## src/rtl/skintone_pipe_sched.sv

```systemverilog
// Issue controller for the fixed-latency skin-tone transform pipelines.
// Credit-based issue into a non-stallable pipeline, results captured in a FWFT FIFO.
module skintone_pipe_sched #(
  parameter int unsigned PIPE_LAT   = 6,
  parameter int unsigned FIFO_DEPTH = 8,
  parameter int unsigned FRAME_W    = 640,
  parameter int unsigned FRAME_H    = 480
) (
  input  logic       clk,
  input  logic       rst,
  input  logic       start,
  output logic       busy,
  output logic       done,
  input  logic       in_valid,
  output logic       in_ready,
  input  logic [7:0] in_Y,
  input  logic [7:0] in_Cb,
  input  logic [7:0] in_Cr,
  output logic [7:0] pipe_Y,
  output logic [7:0] pipe_Cb,
  output logic [7:0] pipe_Cr,
  input  logic [7:0] pipe_cb_res,
  input  logic [7:0] pipe_cr_res,
  output logic       out_valid,
  input  logic       out_ready,
  output logic [7:0] out_Cb,
  output logic [7:0] out_Cr,
  output logic       out_eol,
  output logic       out_eof
);

  localparam int unsigned TAG_N = PIPE_LAT + 1;
  localparam int unsigned PTR_W = $clog2(FIFO_DEPTH);
  localparam int unsigned CNT_W = PTR_W + 1;
  localparam int unsigned INF_W = $clog2(TAG_N + 1);
  localparam int unsigned CRD_W = ((CNT_W > INF_W) ? CNT_W : INF_W) + 1;
  localparam int unsigned COL_W = (FRAME_W > 1) ? $clog2(FRAME_W) : 1;
  localparam int unsigned ROW_W = (FRAME_H > 1) ? $clog2(FRAME_H) : 1;

  typedef enum logic [1:0] {IDLE, RUN, DRAIN} state_t;

  typedef struct packed {
    logic valid;
    logic eol;
    logic eof;
  } tag_t;

  typedef struct packed {
    logic [7:0] cb;
    logic [7:0] cr;
    logic       eol;
    logic       eof;
  } entry_t;

  state_t                 state;
  tag_t [TAG_N-1:0]       tags;
  tag_t                   new_tag;
  logic [COL_W-1:0]       col;
  logic [ROW_W-1:0]       row;
  entry_t                 mem [FIFO_DEPTH];
  entry_t                 head;
  logic [PTR_W-1:0]       wr_ptr;
  logic [PTR_W-1:0]       rd_ptr;
  logic [CNT_W-1:0]       fifo_count;
  logic [INF_W-1:0]       inflight;
  logic [CRD_W-1:0]       credit_used;
  logic                   accept;
  logic                   last_col;
  logic                   last_row;
  logic                   eof_px;
  logic                   wr_en;
  logic                   rd_en;

  // Count of tags still travelling through the pipeline.
  always_comb begin
    inflight = '0;
    for (int i = 0; i < TAG_N; i++) begin
      inflight = inflight + INF_W'(tags[i].valid);
    end
  end

  // Credit uses registered counts only, so freed slots show up one cycle later.
  assign credit_used = CRD_W'(fifo_count) + CRD_W'(inflight);
  assign in_ready    = (state == RUN) && (credit_used < CRD_W'(FIFO_DEPTH));
  assign accept      = in_valid && in_ready;

  assign last_col = (col == COL_W'(FRAME_W - 1));
  assign last_row = (row == ROW_W'(FRAME_H - 1));
  assign eof_px   = last_col && last_row;

  assign new_tag.valid = accept;
  assign new_tag.eol   = accept && last_col;
  assign new_tag.eof   = accept && eof_px;

  assign wr_en     = tags[TAG_N-1].valid;
  assign out_valid = (fifo_count != '0);
  assign rd_en     = out_valid && out_ready;

  assign head    = mem[rd_ptr];
  assign out_Cb  = out_valid ? head.cb  : 8'h00;
  assign out_Cr  = out_valid ? head.cr  : 8'h00;
  assign out_eol = out_valid ? head.eol : 1'b0;
  assign out_eof = out_valid ? head.eof : 1'b0;

  // Control FSM, pipeline issue, tag shift and FIFO pointers.
  always_ff @(posedge clk or posedge rst) begin
    if (rst) begin
      state      <= IDLE;
      busy       <= 1'b0;
      done       <= 1'b0;
      col        <= '0;
      row        <= '0;
      pipe_Y     <= 8'h00;
      pipe_Cb    <= 8'h00;
      pipe_Cr    <= 8'h00;
      tags       <= '0;
      wr_ptr     <= '0;
      rd_ptr     <= '0;
      fifo_count <= '0;
    end else begin
      done <= 1'b0;
      tags <= {tags[TAG_N-2:0], new_tag};

      if (accept) begin
        pipe_Y  <= in_Y;
        pipe_Cb <= in_Cb;
        pipe_Cr <= in_Cr;
        if (last_col) begin
          col <= '0;
          row <= last_row ? '0 : row + ROW_W'(1);
        end else begin
          col <= col + COL_W'(1);
        end
      end

      unique case (state)
        IDLE: begin
          if (start) begin
            state <= RUN;
            busy  <= 1'b1;
            col   <= '0;
            row   <= '0;
          end
        end
        RUN: begin
          if (accept && eof_px) state <= DRAIN;
        end
        DRAIN: begin
          if ((fifo_count == '0) && (inflight == '0)) begin
            done  <= 1'b1;
            busy  <= 1'b0;
            state <= IDLE;
          end
        end
        default: state <= IDLE;
      endcase

      if (wr_en) wr_ptr <= wr_ptr + PTR_W'(1);
      if (rd_en) rd_ptr <= rd_ptr + PTR_W'(1);
      unique case ({wr_en, rd_en})
        2'b10:   fifo_count <= fifo_count + CNT_W'(1);
        2'b01:   fifo_count <= fifo_count - CNT_W'(1);
        default: fifo_count <= fifo_count;
      endcase
    end
  end

  // FIFO storage needs no reset: entries are only visible through the count.
  always_ff @(posedge clk) begin
    if (wr_en) begin
      mem[wr_ptr] <= '{cb: pipe_cb_res, cr: pipe_cr_res,
                       eol: tags[TAG_N-1].eol, eof: tags[TAG_N-1].eof};
    end
  end

  // Credit accounting must make a write into a full FIFO impossible.
  no_overflow: assert property (@(posedge clk) disable iff (rst)
    !(wr_en && (fifo_count == CNT_W'(FIFO_DEPTH))));

endmodule

```

## config.mk

```make
export PLATFORM = sky130hd
export DESIGN_NAME = skintone_pipe_sched
export DESIGN_NICKNAME = d
export VERILOG_FILES = /design/src/rtl/skintone_pipe_sched.sv
export SDC_FILE = /design/constraint.sdc
export NUM_CORES = 1
export LEC_CHECK = 0
export BUFFER_PORTS_ARGS = -buffer_cell sky130_fd_sc_hd__buf_4
export CELL_PAD_IN_SITES_DETAIL_PLACEMENT = 2
export CELL_PAD_IN_SITES_GLOBAL_PLACEMENT = 2
export CORE_ASPECT_RATIO = 1.5
export CORE_MARGIN = 4
export CORE_UTILIZATION = 45
export CTS_BUF_LIST = sky130_fd_sc_hd__clkbuf_16
export CTS_CLUSTER_DIAMETER = 50
export DETAILED_ROUTE_END_ITERATION = 10
export GPL_TIMING_DRIVEN = 0
export PLACE_DENSITY_LB_ADDON = 0.3
export SLEW_MARGIN = 30
export SYNTH_ARGS = -nofsm -noshare
export SYNTH_HDL_FRONTEND = slang
export SYNTH_SLANG_ARGS = --single-unit
```

## constraint.sdc

```tcl
create_clock -name clk -period 5.7 [get_ports clk]
set_input_delay 0.285 -clock clk [delete_from_list [all_inputs] [get_ports clk]]
set_output_delay 0.285 -clock clk [all_outputs]
set_load 0.05 [all_outputs]
```

==> results of run 1 <==
## where the power goes
| part | internal, mW | total [mW] | switching (mW) |
|---|---|---|---|
| Sequential | 1.98 | 2.17 | 0.191 |
| Clock | 0.801 | 1.46 | 0.659 |
| Combinational | 0.904 | 2.70 | 1.79 |
## registers in the layout, indices dropped and copies added (netlist names)
register    cells
rd_ptr          3
state           2
tags           20
wr_en           1
col            10
pipe_Y          8
busy            1
mem           144
wr_ptr          3
done            1
pipe_Cr         8
row             9
pipe_Cb         8
fifo_count      4
## cells by family after synthesis
family / Yosys count
buf+inv: 42
flops: 222
fa+ha+maj: 14
mux: 60
simple gates: 182
xor+xnor: 9
compound gates: 39
## per-layer routing
| layer | vias to the layer above | track usage | wire (um) |
|---|---|---|---|
| li1 | 2434 | - | - |
| met1 | 2932 | 0.300 | 9970 |
| met2 | 134 | 0.480 | 15700 |
| met3 | 35 | 0.0286 | 932 |
| met4 | 0 | 0.0538 | 473 |
| met5 | - | 0 | 0 |
## cell usage after synthesis, drive strengths merged (4+ instances only)
cell type and n:
nand3 7, nor3 5, nand2 95, a21oi 14, fa 5, o21ai 12, xnor2 6, or3 5
dfrtp 78, edfxtp 144, o31ai 4, ha 9, mux4 36, or4 4, mux2i 22, nand4 7
inv 18, nor2 31, nor4 5, buf 10, and3 6, clkbuf 14
## worst max-delay path by stage
stage,start,endpoint,slack (ps),cells after the start
2_1_floorplan,tags[2],pipe_Cb[4],2020,13
3_3_place_gp,tags[2],pipe_Cr[3],1520,13
3_5_place_dp,tags[2],pipe_Y[3],1320,13
4_1_cts,tags[2],pipe_Cb[7],1300,13
5_1_grt,tags[2],pipe_Cb[7],990,13
6_report,tags[2],pipe_Cb[7],1240,13
## final cells by class
class	count	area, sq um
Clock inverter	18	109
Buffer	24	101
Timing Repair Buffer	136	1200
Tap cell	256	320
Sequential cell	222	6280
Fill cell	1702	8120
Inverter	18	70.1
Multi-Input combinational cell	304	2490
Clock buffer	25	626
## timing repair
action / in CTS / in global routing
buffers inserted: 0 / 0
endpoints found under the setup margin: 0 / 0
endpoints found under the hold margin: 109 / 0
hold buffers: 37 / 0
## worst register-to-register path: stages, from the launching register on
cell and delay [ps]:
dfrtp_1 410, fa_1 550, inv_1 50, fa_1 460, fa_1 390, fa_1 520, inv_1 60, ha_1 260
nand4b_1 270, nand4_1 360, clkbuf_1 480, buf_2 340, nand2_1 130, nand2_1 110
## through the flow
| stage | power [mW] | util | hold slack, ps | setup slack, ps |
|---|---|---|---|---|
| after global routing | 6.65 | 0.579 | 8.60 | 993 |
| after floorplan | 3.91 | - | 331 | 2020 |
| final | 6.33 | 0.579 | 22.6 | 1240 |
| after global placement | 4.56 | 0.511 | 332 | 1520 |
| after detailed placement | 4.79 | 0.522 | 314 | 1320 |
| after CTS | 6.32 | 0.579 | 0.267 | 1300 |
==> run metrics, run 1 <==
status=complete, no violations; Initial Utilization=0.460; Post-Place Cells=923; synth-to-layout area growth=26.0%; Yosys reg bits=222; drt total wl=27100 um; main combinational cell family by area after synthesis=multiplexers; leading area contributor after synthesis=edfxtp_1; Seq/Total Area, Yosys=0.707; vias per cell=5.52; asr flop ratio synth=0.351; XOR/XNOR Fraction of Synth Area=0.00887; Compound-Gate Fraction of Synth Area=0.0265; reg2reg end=pipe_Cb[7]; Reg clk slew, reported paths=60 ps; post_cts resized=0; area share of fa/ha/maj cells after synthesis=0.0239; Critical Path Most Common Cell=fa_1; DR pass1 iterations=4; Synth top area share=0.487; Layout Skew=21.0 ps; vias in the first global route=6565; drt drc=0; most used flip-flop cell after synthesis=edfxtp_1; worst vdd ir=0.391 mV; CP arrival=4900 ps; routability cong.=0.744; setup TNS after final layout=0 ps; die width=123 um; I/O Pins=91; initial antenna violation count=0; minimum clock period=4460 ps; Post-synth EDFFs=144; worst min path class=in -> reg; Crit. End Element=flop; Total GRT Usage=0.252; DR WL/cell=27.0 um; synth top area cells=edfxtp_1 49%, dfrtp_1 22%, mux4_2 9.1%, nand2_1 4.0%, mux2i_1 2.5%; port bufs=90; final setup vio count=0; Final HPWL DP=15800 um; Worst Path Buf+Inv=4; Hold Crit Start=pipe_cr_res[6]; Avg Inst Size Synth=15.6 sq um; core area=19300 sq um; Post-DRT Antenna Nets=0; commonest non-fill, non-tap cell in the layout=edfxtp_1; CP startpoint kind=flop; Post-Syn Instances=568; ratio of cells with drive above 1 in the final layout=0.258; Post-Synth Simple-Gate Area=0.0965; Root Driver=clkbuf_16; Die ar.=22100 sq um; number of buffers created by CTS=24; slew margin rel.=0.440; commonest cells after routing, fill and taps aside=144 x edfxtp_1, 95 x nand2_1, 94 x buf_4; Slowest-stage cell, CP=fa_1; post-synth cell types=45; CTS tree=done; # nets final=789; Cell Pwr Density=565 nW/um^2; Crit path largest cell delay=550 ps; Die Y=180 um; Hold Vio Cnt, Final=0; Crit Path Class=reg -> reg; Max Fclk=224 MHz; multiplexer share of the synthesized area=0.119; first-pass GRT wire length=41700 um; CP Data Required Time=6140 ps; R2R depth=13; CTS max path bufs=3; reg2reg setup slack=1240 ps; row count=62; max cap viols=0; static leakage=4.48 nW; design area=11200 sq um; pin count of the biggest net entering global routing=52; Post-Syn Area=8880 sq um; Pins Over Slew Limit=0; CP Cell Sequence=fa_1, inv_1, fa_1, fa_1, fa_1, inv_1, ha_1, nand4b_1, nand4_1, clkbuf_1, buf_2, nand2_1, nand2_1; Worst Hold End=mem[7][8]; Tightest Pin Transition=839 ps; Starting DRT DRC Count=414; CP top delay family=adder cells; Clock Sinks=222; worst r2r src=tags[2]; final non-filler cell total=1003; post-route clock period utilization=0.782; RSZ-0062 raised after global routing=false; Syn Nets=627; Synth Warn #=0; GRT overflow=0; Worst Hold Depth=1; CTS H-tree depth=1; Max FO, Critical Path=10; # diodes=0; Clock Latency Late Sink=520 ps; Post-DP Area=10100 sq um; Vias=5535
Power figures use the tool's default switching activity.
==> run 2: changes to the inputs <==
- ABC_AREA: not set -> 1
- CORE_UTILIZATION: 45 -> 35
- clock period: 5.7 -> 3.75 ns (I/O delays scaled with it)
==> run metrics, run 2 <==
status=finished, violations left (was complete, no violations); failing checks=negative setup slack; die width=139 um (was 123 um); GRT overflow=0 (unchanged); commonest non-fill, non-tap cell in the layout=nor2_1 (was edfxtp_1); CP arrival=3790 ps (was 4900 ps); CP startpoint kind=flop (unchanged); fin worst setup slack=-226 ps (was 1240 ps); I/O Pins=91 (unchanged); Seq/Total Area, Yosys=0.697 (was 0.707); drt drc=0 (unchanged); first-pass GRT wire length=44200 um (was 41700 um); initial antenna violation count=0 (unchanged); Root Driver=clkbuf_16 (unchanged); Cell Pwr Density=903 nW/um^2 (was 565 nW/um^2); minimum clock period=3980 ps; Reg with most FFs=mem (unchanged); net switching power figure=4.76 mW (was 2.64 mW); number of buffers created by CTS=26 (was 24); Post-DRT Antenna Nets=0 (unchanged); row count=71 (was 62); Post-Place Cells=1230 (was 923); DR pass1 iterations=4 (unchanged); Tightest Pin Transition=804 ps (was 839 ps); Reg clk slew, reported paths=60 ps (about the same); Clock Sinks=222 (unchanged); commonest cells after routing, fill and taps aside=153 x nor2_1, 144 x edfxtp_1, 107 x o21ai_0 (was 144 x edfxtp_1, 95 x nand2_1, 94 x buf_4); Yosys reg bits=222 (unchanged); worst vdd ir=0.668 mV (was 0.391 mV); DR WL/cell=22.0 um (was 27.0 um); CTS tree=done (unchanged); core area=25200 sq um (was 19300 sq um); CP Data Required Time=3560 ps (was 6140 ps); logic gate share of total power=0.463 (was 0.426); Avg Inst Size Synth=11.2 sq um (was 15.6 sq um); Total GRT Usage=0.199 (was 0.252); most used flip-flop cell after synthesis=edfxtp_1 (unchanged); design area=12100 sq um (was 11200 sq um); worst min path class=in -> reg (unchanged); pre-CTS WS=-181 ps (was 1320 ps); # diodes=0 (unchanged); Pins Over Slew Limit=0 (unchanged); Hold Vio Cnt, Final=0 (unchanged); top-count cell post-synth=nor2_1 (was edfxtp_1); Post-DP Area=10300 sq um (was 10100 sq um); port bufs=90 (unchanged); Die Y=204 um (was 180 um); max cap viols=0 (unchanged); crit path from=tags[2] (unchanged); routability cong.=0.753 (was 0.744); post-route clock period utilization=1.06; slew margin rel.=0.464 (was 0.440); pin count of the biggest net entering global routing=42 (was 52); Post-Syn Area=9000 sq um (was 8880 sq um); vias per cell=5.04 (was 5.52); Commonest cells post-synth=167 x nor2_1, 144 x edfxtp_1, 124 x nand2_1 (was 144 x edfxtp_1, 95 x nand2_1, 78 x dfrtp_1); final setup vio count=44 (was 0); worst r2r src=tags[2] (unchanged); Clock Latency Late Sink=530 ps (was 520 ps); setup TNS after final layout=-5360 ps (was 0 ps); Flop pwr share=0.297 (was 0.343); ratio of cells with drive above 1 in the final layout=0.239 (was 0.258); biggest registers after layout=mem: 144 flops, tags: 20 flops, col: 10 flops (unchanged); post-synth cell types=32 (was 45); Final Core Density=0.480 (was 0.579); Syn Nets=864 (was 627); Clk network pwr share=0.239 (was 0.231); internal power=6.18 mW (was 3.68 mW); synth top area cells=edfxtp_1 48%, dfrtp_1 22%, nor2_1 7.0%, o21ai_0 6.2%, nand2_1 5.2% (was edfxtp_1 49%, dfrtp_1 22%, mux4_2 9.1%, nand2_1 4.0%, mux2i_1 2.5%); drt total wl=29400 um (was 27100 um); CTS H-tree depth=1 (unchanged); Hold Crit Start=start (was pipe_cr_res[6]); RSZ-0062 raised after global routing=true (was false); static leakage=4.96 nW (was 4.48 nW); Layout Skew=10.0 ps (was 21.0 ps); Synth Warn #=0 (unchanged); Crit Path Class=reg -> out (was reg -> reg); Post-synth EDFFs=144 (unchanged); leading area contributor after synthesis=edfxtp_1 (unchanged); Post-Syn Instances=805 (was 568); CTS max path bufs=3 (unchanged); Final HPWL DP=18700 um (was 15800 um); asr flop ratio synth=0.351 (unchanged); # nets final=1049 (was 789); final non-filler cell total=1338 (was 1003); Initial Utilization=0.357 (was 0.460); Net Sw Frac=0.435 (was 0.418); Vias=6737 (was 5535); Die ar.=28400 sq um (was 22100 sq um); vias in the first global route=7820 (was 6565); Max Fclk=252 MHz; Crit. End Element=output port (was flop); Synth top area share=0.480 (was 0.487); Starting DRT DRC Count=292 (was 414); synth-to-layout area growth=34.5% (was 26.0%); Max FO, Critical Path=2 (was 10); number of flip-flops in the largest register=144 (unchanged); Fill cells=2569 (was 1702)
## run 2: cells by family after synthesis
group / Yosys count / share of synthesized area
muxes: 1 / 0.00125
buffers and inverters: 82 / 0.0370
adders and majority gates: 14 / 0.0236
and+or+nand+nor: 329 / 0.146
AOI/OAI and AO/OA: 146 / 0.0839
xor gates and xnor gates: 11 / 0.0107
DFF: 222 / 0.697
## run 2: timing repair
| item | 4_1_cts | 5_1_grt |
|---|---|---|
| endpoints found under the setup margin | 41 | 41 |
| endpoints found under the hold margin | 193 | 0 |
| pin swaps | 0 | 12 |
| cloned | 1 | 3 |
| resized for setup | 11 | 83 |
| hold buffers | 42 | 0 |
| buffers inserted | 3 | 11 |
## run 2: per-stage QoR
| step | hold slack (ps) | power, mW |
|---|---|---|
| floorplan | 286 | 6.10 |
| global placement | 332 | 7.54 |
| detailed placement | 231 | 7.81 |
| CTS | 25.7 | 10.6 |
| global route | 52.3 | 11.6 |
| finish | 40.4 | 10.9 |
## run 2: path summary, 6_finish.rpt
kind	endpoint	depth (start not counted)	slack [ps]
worst max-delay path	in_ready	13	-230
worst min-delay path	col[2]	4	40
worst max register to register	row[3]	17	-190
worst min register to register	tags[9]	0	350
max in group asynchronous	row[7]	4	2980
min in group asynchronous	pipe_Cb[5]	3	210
## run 2: power groups by stage
stage	Clock (mW)	Sequential, mW	Combinational [mW]
6_report	2.62	3.25	5.07
5_1_grt	2.79	3.30	5.46
4_1_cts	2.67	3.22	4.68
3_5_place_dp	0	3.26	4.55
3_3_place_gp	0	3.25	4.29
2_1_floorplan	0	3.64	2.46
## run 2: area by class of cell
class                   instances  area, sq um  share of cell area
plain buffers                  35          208              0.0172
clock buffers                  28          701              0.0579
clock inverters                20          189              0.0156
inverters                      47          186              0.0154
multi-input cells             501         2620               0.216
flip-flops and latches        222         6280               0.518
well taps                     328          410              0.0339
repair buffers                157         1520               0.125
## run 2: critical path, stage by stage (launching register included)
cell and delay (ps):
dfrtp_1 400, fa_1 590, inv_2 50, fa_1 460, fa_2 360, fa_1 520
inv_1 60, ha_1 260, nand3_1 90, nand2_1 70, nand2_2 100, nand2_1 90
inv_2 70, buf_6 150
## run 2: per-layer routing
layer | GRT usage | routed length (um) | vias to the layer above
met2 | 0.409 | 17300 | 126
met1 | 0.212 | 10600 | 3456
met4 | 0.0462 | 618 | 0
li1 | - | - | 3107
met3 | 0.0241 | 925 | 48
met5 | 0 | 0 | -
==> run 3: changes to the inputs <==
- CORE_UTILIZATION: 35 -> 39
- clock period: 3.75 -> 4.4 ns (I/O delays scaled with it)
==> run metrics, run 3 (synthesis results as in run 2) <==
worst min path class=in -> reg (unchanged); commonest cells after routing, fill and taps aside=159 x nor2_1, 144 x edfxtp_1, 124 x nand2_1 (was 153 x nor2_1, 144 x edfxtp_1, 107 x o21ai_0); minimum clock period=4020 ps; vias per cell=5.29 (was 5.04); Starting DRT DRC Count=327 (was 292); Fill cells=2235 (was 2569); Hold Crit Start=out_ready (was start); DR WL/cell=22.8 um (was 22.0 um); Max Fclk=249 MHz; CTS max path bufs=3 (unchanged); vias in the first global route=7866 (was 7820); Die ar.=25600 sq um (was 28400 sq um); port bufs=90 (unchanged); RSZ-0062 raised after global routing=false (was true); drt drc=0 (unchanged); Reg area=6280 sq um (unchanged); Hold Vio Cnt, Final=0 (unchanged); post_cts resized=0 (was 11); row count=67 (was 71); core area=22600 sq um (was 25200 sq um); post-route clock period utilization=0.913; crit path from=tags[2] (unchanged); Final Core Density=0.506 (was 0.480); Crit. End Element=output port (unchanged); initial antenna violation count=0 (unchanged); DR pass1 iterations=4 (unchanged); area occupied by multi-input gates=2450 sq um (was 2620 sq um); biggest registers after layout=mem: 144 flops, tags: 20 flops, col: 10 flops (unchanged); Initial Utilization=0.399 (was 0.357); pin count of the biggest net entering global routing=61 (was 42); GRT overflow=0 (unchanged); Final HPWL DP=18000 um (was 18700 um); worst vdd ir=0.387 mV (was 0.668 mV); Layout Skew=14.8 ps (was 10.0 ps); CTS tree=done (unchanged); Reg with most FFs=mem (unchanged); ratio of cells with drive above 1 in the final layout=0.165 (was 0.239); CP arrival=3800 ps (was 3790 ps); Clock Latency Late Sink=510 ps (was 530 ps); Reg clk slew, reported paths=60 ps (about the same); Tightest Pin Transition=775 ps (was 804 ps); Post-DRT Antenna Nets=0 (unchanged); static leakage=4.69 nW (was 4.96 nW); Max FO, Critical Path=2 (unchanged); number of flip-flops in the largest register=144 (unchanged); CP Data Required Time=4180 ps (was 3560 ps); Pins Over Slew Limit=0 (unchanged); Die Y=194 um (was 204 um); synth-to-layout area growth=26.6% (was 34.5%); status=complete, no violations (was finished, violations left); # nets final=1027 (was 1049); I/O Pins=91 (unchanged); slew margin rel.=0.484 (was 0.464); number of buffers created by CTS=25 (was 26); die width=132 um (was 139 um); Total GRT Usage=0.226 (was 0.199); max cap viols=0 (unchanged); CP startpoint kind=flop (unchanged); setup TNS after final layout=0 ps (was -5360 ps); Cell Pwr Density=761 nW/um^2 (was 903 nW/um^2); routability cong.=0.739 (was 0.753); worst r2r src=tags[2] (unchanged); first-pass GRT wire length=45300 um (was 44200 um); final hold slack=16.5 ps (was 40.4 ps); CTS H-tree depth=1 (unchanged); Crit Path Class=reg -> out (unchanged); Vias=6670 (was 6737); Root Driver=clkbuf_16 (unchanged); drt total wl=28800 um (was 29400 um); Clock Sinks=222 (unchanged); commonest non-fill, non-tap cell in the layout=nor2_1 (unchanged); final setup vio count=0 (was 44); # diodes=0 (unchanged)
-- run 3: worst max-delay path: stages, from the launching register on --
cell     delay [ps]
dfrtp_1         400
fa_1            540
inv_1            50
fa_1            460
fa_1            410
fa_1            530
inv_1            50
ha_1            270
nand3_1          90
nand2_1          60
nand2_1         110
nand2_1          70
inv_1            60
buf_4           190
-- run 3: layer usage --
layer  share of wire  track usage  vias to the layer above
met4           0.023       0.0634                        0
met3           0.031       0.0262                       41
met2            0.57        0.445                      131
met5               0            0                        -
met1            0.38        0.253                     3435
li1                -            -                     3063
-- run 3: where the power goes --
part | switching, mW | total (mW) | internal, mW
clock | 0.836 | 1.99 | 1.16
combinational | 2.84 | 3.92 | 1.08
sequential | 0.194 | 2.76 | 2.57
total | 3.87 | 8.67 | 4.81
-- run 3: area by class of cell --
cell class              instances  area share
multi-input cells             501       0.215
clock inverters                18      0.0133
clock buffers                  25      0.0549
plain buffers                  35      0.0137
inverters                      47      0.0159
well taps                     276      0.0303
flip-flops and latches        222       0.550
repair buffers                136       0.106
-- run 3: repair_timing --
item,CTS,global route
buffers inserted,0,0
hold endpoints to repair,230,0
hold buffers,41,0
-- run 3: worst paths after layout --
kind,to,slack (ps),cells after the start
setup / recovery,in_ready,380,13
hold / removal,rd_ptr[0],20,3
setup reg to reg,pipe_Cb[6],490,15
hold reg to reg,tags[13],350,0
max in group asynchronous,row[7],3640,4
min in group asynchronous,pipe_Y[3],220,3
-- run 3: stage by stage --
step	instances	power (mW)	setup WS, ps	area (sq um)
after floorplan	805	5.20	913	9000
after global placement	1171	6.38	608	10000
after detailed placement	1176	6.64	445	10200
after CTS	1260	8.72	305	11400
after global routing	1260	9.16	189	11400
final	1260	8.67	384	11400
